===== config.mk =====
export PLATFORM = sky130hd
export DESIGN_NAME = prog_clock_divider
export DESIGN_NICKNAME = d
export VERILOG_FILES = /design/src/rtl/prog_clock_divider.sv
export SDC_FILE = /design/constraint.sdc
export NUM_CORES = 1
export LEC_CHECK = 0
export CAP_MARGIN = 20
export CORE_MARGIN = 1.5
export CORE_UTILIZATION = 50
export CTS_CLUSTER_SIZE = 28
export DETAILED_ROUTE_END_ITERATION = 6
export GPL_TIMING_DRIVEN = 0
export PLACE_DENSITY = 0.8
export SLEW_MARGIN = 25
export SYNTH_ARGS = -nofsm -noshare
export SYNTH_HDL_FRONTEND = slang
export SYNTH_SLANG_ARGS = --single-unit

===== constraint.sdc =====
create_clock -name i_clock -period 7.3 [get_ports i_clock]
set_input_delay 1.095 -clock i_clock [delete_from_list [all_inputs] [get_ports i_clock]]
set_output_delay 1.095 -clock i_clock [all_outputs]
set_load 0.1 [all_outputs]

===== src/rtl/prog_clock_divider.sv =====
// Runtime-programmable clock divider / tick generator with glitch-free reload at period boundaries.
// Optional macro DIVIDER_SYNC_EN adds an i_sync input for phase alignment of several dividers.
module prog_clock_divider #(
  parameter int WIDTH           = 20,
  parameter int DEFAULT_DIVISOR = 1000,
  parameter int DEFAULT_HIGH    = 500
) (
  input  logic             i_clock,
  input  logic             i_reset_n,
  input  logic             i_enable,
  input  logic             i_load,
`ifdef DIVIDER_SYNC_EN
  input  logic             i_sync,
`endif
  input  logic [WIDTH-1:0] i_divisor,
  input  logic [WIDTH-1:0] i_high,
  output logic             o_clock,
  output logic             o_tick,
  output logic             o_pending
);

  localparam logic [0:0] ST_IDLE = 1'b0;
  localparam logic [0:0] ST_RUN  = 1'b1;

  logic [0:0]       state_q, state_d;
  logic [WIDTH-1:0] count_q, count_d;
  logic [WIDTH-1:0] div_q, div_d, high_q, high_d;
  logic [WIDTH-1:0] pdiv_q, pdiv_d, phigh_q, phigh_d;
  logic             pend_q, pend_d;
  logic             clk_q, clk_d;
  logic             tick_q, tick_d;

  logic [WIDTH-1:0] ld_div, ld_high;
  logic             sync_w;
  logic             wrap;
  logic             apply;

`ifdef DIVIDER_SYNC_EN
  assign sync_w = i_sync;
`else
  assign sync_w = 1'b0;
`endif

  // Clamp on capture so the active config always yields 1 <= H <= D-1.
  always_comb begin
    ld_div  = (i_divisor < WIDTH'(2)) ? WIDTH'(2) : i_divisor;
    ld_high = i_high;
    if (i_high == '0)
      ld_high = WIDTH'(1);
    if (i_high >= ld_div)
      ld_high = ld_div - WIDTH'(1);
  end

  always_comb begin
    state_d = state_q;
    count_d = count_q;
    div_d   = div_q;
    high_d  = high_q;
    pdiv_d  = pdiv_q;
    phigh_d = phigh_q;
    pend_d  = pend_q;
    clk_d   = 1'b0;
    tick_d  = 1'b0;
    apply   = 1'b0;
    wrap    = (count_q == div_q - WIDTH'(1)) || sync_w;
    case (state_q)
      ST_IDLE: begin
        count_d = '0;
        apply   = pend_q;
        if (i_enable) begin
          state_d = ST_RUN;
          clk_d   = 1'b1;
          tick_d  = 1'b1;
        end
      end
      default: begin
        if (!i_enable) begin
          // Immediate park; may cut a high phase short.
          state_d = ST_IDLE;
          count_d = '0;
        end else if (wrap) begin
          count_d = '0;
          apply   = pend_q;
          clk_d   = 1'b1;
          tick_d  = 1'b1;
        end else begin
          count_d = count_q + WIDTH'(1);
          clk_d   = (count_d < high_q);
        end
      end
    endcase
    if (apply) begin
      div_d  = pdiv_q;
      high_d = phigh_q;
      pend_d = 1'b0;
    end
    // A load on the applying edge becomes the next pending config.
    if (i_load) begin
      pdiv_d  = ld_div;
      phigh_d = ld_high;
      pend_d  = 1'b1;
    end
  end

  always_ff @(posedge i_clock or negedge i_reset_n) begin
    if (!i_reset_n) begin
      state_q <= ST_IDLE;
      count_q <= '0;
      div_q   <= WIDTH'(DEFAULT_DIVISOR);
      high_q  <= WIDTH'(DEFAULT_HIGH);
      pdiv_q  <= WIDTH'(DEFAULT_DIVISOR);
      phigh_q <= WIDTH'(DEFAULT_HIGH);
      pend_q  <= 1'b0;
      clk_q   <= 1'b0;
      tick_q  <= 1'b0;
    end else begin
      state_q <= state_d;
      count_q <= count_d;
      div_q   <= div_d;
      high_q  <= high_d;
      pdiv_q  <= pdiv_d;
      phigh_q <= phigh_d;
      pend_q  <= pend_d;
      clk_q   <= clk_d;
      tick_q  <= tick_d;
    end
  end

  assign o_clock   = clk_q;
  assign o_tick    = tick_q;
  assign o_pending = pend_q;

endmodule


== Word level (Yosys, flattened, before mapping) ==
Index checks and enable logic that the tools add are counted.
Cells by class
  add/sub/neg operators: 3
  order comparisons: 3
  eq/ne operators: 1
  muxes and demuxes: 18
  reductions and logical operators: 2
Operators with widths (number)
  two-way mux 20 bit: 6
  subtractor 20 x 1 -> 20 bit, second input constant: 2
  adder 20 x 1 -> 20 bit, second input constant: 1
  == test 20 bit: 1
  >= comparator 20 bit: 1
  logical NOT 20 bit: 1
  less-than comparator 20 x 2 -> 1 bit, second input constant: 1
  less-than comparator 20 bit: 1
  two-way mux 1 bit: 12
  nonzero test 2 bit: 1
Storage, ports and cells
  register bits after elaboration: 104
  input port bits: 44
  output and inout bits: 3
  logic and storage cells: 36

== Depth between registers and ports, before layout ==
  word-level depth: 7
  gate-level depth with buffers: 14
  mapped depth without buffers: 12

== Worst setup path before layout ==
OpenSTA, ideal clock, no wires.
  path kind: input to register
  start point: input port i_divisor[7]
  end point: register phigh_q[12]
  setup time: 146 ps
  arrival: 4178 ps
  data required time: 7154 ps
  slack: 2976 ps
  cell stages on the path: 13
  buffers on the path: 3
  cell sequence: or3_1 > or4_1 > clkbuf_1 > o41a_1 > ha_1 > nand2b_1 > a21o_1 > a211oi_1 > o311a_1 > o21ai_0 > clkbuf_1 > clkbuf_1 > o221ai_1
On the way
  longest elaborated chain between the ends: 4
  elaborated cells between the ends (all ways): 5
  classes of those cells: add/sub: 1; order compare: 2; mux: 2
RTL lines
  start, declared: RTL line 15  | input logic [WIDTH-1:0] i_divisor,
  less-than comparator 20 x 2 -> 1 bit (*): RTL line 46  | ld_div = (i_divisor < WIDTH'(2)) ? WIDTH'(2) : i_divisor;
  two-way mux 20 bit (*): RTL line 46
  net ld_div[0]: RTL line 33  | logic [WIDTH-1:0] ld_div, ld_high;
  subtractor 20 x 1 -> 20 bit or >= comparator 20 bit (tied branches): RTL line 51, 50
  two-way mux 20 bit (*): RTL line 50  | if (i_high >= ld_div)
  end signal, assigned: RTL line 112  | phigh_q <= WIDTH'(DEFAULT_HIGH);
  end signal, assigned: RTL line 122  | phigh_q <= phigh_d;
  end, declared: RTL line 28  | logic [WIDTH-1:0] pdiv_q, pdiv_d, phigh_q, phigh_d;
The timed path passes the listed nets; every way through them passes the cells marked *.
A chain may end at the register's enable or synchronous reset.

== Worst setup path after layout ==
  start point: input port i_divisor[6]
  end point: register phigh_q[18]
The elaborated chain is that of the path after synthesis.

==> key figures <==
Status
  • Status: finished clean

Setup path
  • RR Startpoint: div_q[0]
  • Crit path capture type: register
  • Arr. time, crit path: 5.34 ns
  • Critical Path, Cell by Cell: clkdlybuf4s50_1 -> or3_1 -> or4_1 -> clkbuf_1 -> o41a_1 -> ha_1 -> nand2b_1 -> a21o_1 -> a211oi_1 -> o311a_1 -> o21ai_0 -> clkbuf_1 -> clkbuf_1 -> o221ai_1
  • Crit path kind: input pin to register
  • Reg2reg path depth: 10
  • R2r setup slk: 3.18 ns
  • CP peak stage delay: around 0.53 ns
  • CP required: around 7.5 ns
  • CP startpoint: i_divisor[6]
  • Crit Path Max Fanout: 10
  • CP Launch Type: input pin
  • Critical path's top delay family: buffers and inverters
  • Worst Path Buf+Inv: 4
  • Slowest stage cell, crit path: clkdlybuf4s50_1
  • RR Endpoint: count_q[15]
  • Critical Path Most Common Cell: clkbuf_1
  • Worst Setup EP: phigh_q[18]
  • WP depth: 14

Logic synthesis
  • Top cells by area, synth: dfrtp_1 30%, dfstp_2 9.6%, ha_1 8.0%
  • Count leader, synth: dfrtp_1
  • Post-synth cell types: 57
  • Post-synth ARST share: 1.00
  • Netlist Area Pre-Place: 6600 um^2
  • Post-synthesis sequential area ratio: 0.399
  • Synthesized net count: around 730
  • Main synth FF type: dfrtp_1
  • Syn Inst Count: approximately 640
  • #FFs+latches synth: roughly 100
  • Synth top cells by count: 80 x dfrtp_1, 64 x inv_1, 42 x ha_1
  • Warnings, synthesis: 0
  • Post-synth EDFFs: 0
  • Avg Cell Area, Syn: 10.3 um^2
  • Share of the synthesized area in the top cell type: 0.303
  • Area leader, netlist: dfrtp_1

Die
  • Initial Utilization: 0.517
  • Core box area: about 13000 um^2
  • Die ar.: 13900 um^2
  • Die H: 118 um
  • # IOs: between 40 and 50
  • Die Span X: around 120 um
  • # rows: 41

Clock network
  • CTS tree: done
  • Clock sink total: roughly 100
  • Clock-pin transition on the worst setup and hold timing paths: 0.07 ns
  • Hold buffers post-CTS: 0
  • Number of setup buffers added after CTS: 0
  • Clock root buffer: clkbuf_16
  • PostCTS Resize Cnt: 0
  • Clock Latency Late Sink: around 0.35 ns
  • CTS Buffer Depth: 2
  • CTS Buf Count: 9
  • H-tree Lvls: 3

Route
  • Final antenna-violating net count: 0
  • Starting DRC count in detailed routing: approximately 200
  • Met3 wire length: ~590 um
  • Residual DRC count: 0
  • Via density: approximately 5.7
  • WL met2: between 7000 and 8000 um
  • Final wirelength: approximately 15000 um
  • DRT Pass-1 Iters: 4
  • WL met1: roughly 6500 um
  • Vias after detailed routing: between 5000 and 6000
  • Detailed-route wire length per cell: between 15 and 20 um
  • Top Layer Used: met4

STA
  • Final hold vios: 0
  • Slew HR: 0.358
  • Final Skew: between 0.007 and 0.008 ns
  • Final worst path period share: 0.705
  • RSZ-0062 raised after global routing: false
  • Final worst slack: approximately 2.2 ns
  • Clock period minus worst slack: between 5 and 6 ns
  • Fmax: just under 200 MHz
  • Final Slew Violations: 0
  • Least-Margin Pin Slew: around 0.96 ns
  • Post-Route Setup TNS: 0 ns
  • Min Hold Slack: ~0.50 ns
  • # setup viols final: 0

GRT
  • Total track usage: 0.228
  • Initial antenna violation count: 0
  • Vias in the first global route: roughly 5200
  • Global-route wire length before repair: 25300 um
  • Largest net degree at the start of global routing: 62
  • Grt ovf: 0

Run
  • Max cap viols: 0

Final layout
  • Syn-to-layout area delta: 15.0%
  • Number of standard cells in the final layout excluding fillers: slightly below 900
  • Share of cells above drive strength 1: 0.143
  • Nets: approximately 800
  • N_diodes: 0
  • Final Instance Area: 7590 um^2
  • Final core occ: 0.594

Pwr
  • Lkg Pwr: approximately 3.4 nW
  • Worst vdd ir: approximately 0.16 mV
  • Pwr Total: roughly 1.6 mW
  • Power density cells: around 210 nW/um^2

Place
  • GPL Wtd Cong: 0.885
  • Placed wire-length estimate: around 12000 um
  • Pre-CTS setup slack: around 1.8 ns
  • Placed insts: 861
  • Placed cell areas: 7290 um^2
  • PortBufs: 45

Hold path
  • Worst hold-check path type: register to register
==> cell type report <==
type	instances	area, um^2
Fill cell	1039	5180
Clock buffer	11	233
Sequential cell	104	2630
Tap cell	172	215
Inverter	64	240
Multi-Input combinational cell	449	3600
Clock inverter	5	63.8
Buffer	26	130
Timing Repair Buffer	46	479
==> worst min path at each step <==
stage	start	end	depth (start not counted)
global placement	phigh_q[5]	high_q[5]	2
global route	pdiv_q[12]	pdiv_q[12]	1
finish	pdiv_q[12]	div_q[12]	1
detailed placement	pdiv_q[12]	div_q[12]	1
floorplan	phigh_q[5]	high_q[5]	2
CTS	pdiv_q[12]	div_q[12]	1
==> routing by layer <==
layer / track usage / up-vias
met5: 0 / -
met4: 0.113 / 0
met3: 0.0257 / 32
met2: 0.394 / 117
met1: 0.284 / 2427
li1: - / 2428
==> logic make-up (layout without fill, tap and decap cells) <==
| group | after synthesis | after routing | share of synthesized area |
|---|---|---|---|
| xor gates and xnor gates | 50 | 50 | 0.0664 |
| and+or+nand+nor | 198 | 198 | 0.172 |
| buffers and inverters | 90 | 152 | 0.0561 |
| AOI/OAI and AO/OA | 96 | 96 | 0.104 |
| DFF | 104 | 104 | 0.399 |
| muxes | 63 | 63 | 0.123 |
| adders and majority gates | 42 | 42 | 0.0796 |
==> flip-flops by register name (all words and copies together), names as in the netlist <==
signal	count
div_q	20
o_clock	1
pdiv_q	20
phigh_q	20
high_q	20
o_pending	1
o_tick	1
state_q	1
count_q	20
==> layout by cell type, fill, tap and decap left out, types with 7 or more instances in the layout <==
| master | instances |
|---|---|
| mux2_4 | 31 |
| clkbuf_1 | 22 |
| ha_1 | 42 |
| o221ai_1 | 13 |
| and2_1 | 7 |
| nor2_1 | 18 |
| o21ai_0 | 13 |
| inv_1 | 64 |
| clkdlybuf4s50_1 | 44 |
| and3_1 | 15 |
| nor3_1 | 14 |
| xor2_1 | 14 |
| dfstp_2 | 24 |
| dfrtp_1 | 80 |
| clkbuf_16 | 9 |
| a21oi_1 | 15 |
| nor4_1 | 17 |
| mux2i_1 | 13 |
| nand2b_1 | 7 |
| or3_1 | 7 |
| o22ai_1 | 9 |
| nand2_1 | 25 |
| xnor2_1 | 36 |
| or4_1 | 9 |
| nand4_1 | 12 |
| nand3_1 | 25 |
| mux2_2 | 19 |
| nor2b_1 | 22 |
| a21o_1 | 13 |
==> report_power, final <==
group	internal (mW)	switching [mW]
Clock	0.269	0.213
Combinational	0.185	0.199
Sequential	0.671	0.0628
Note: power is estimated with default switching activity, not from simulation.
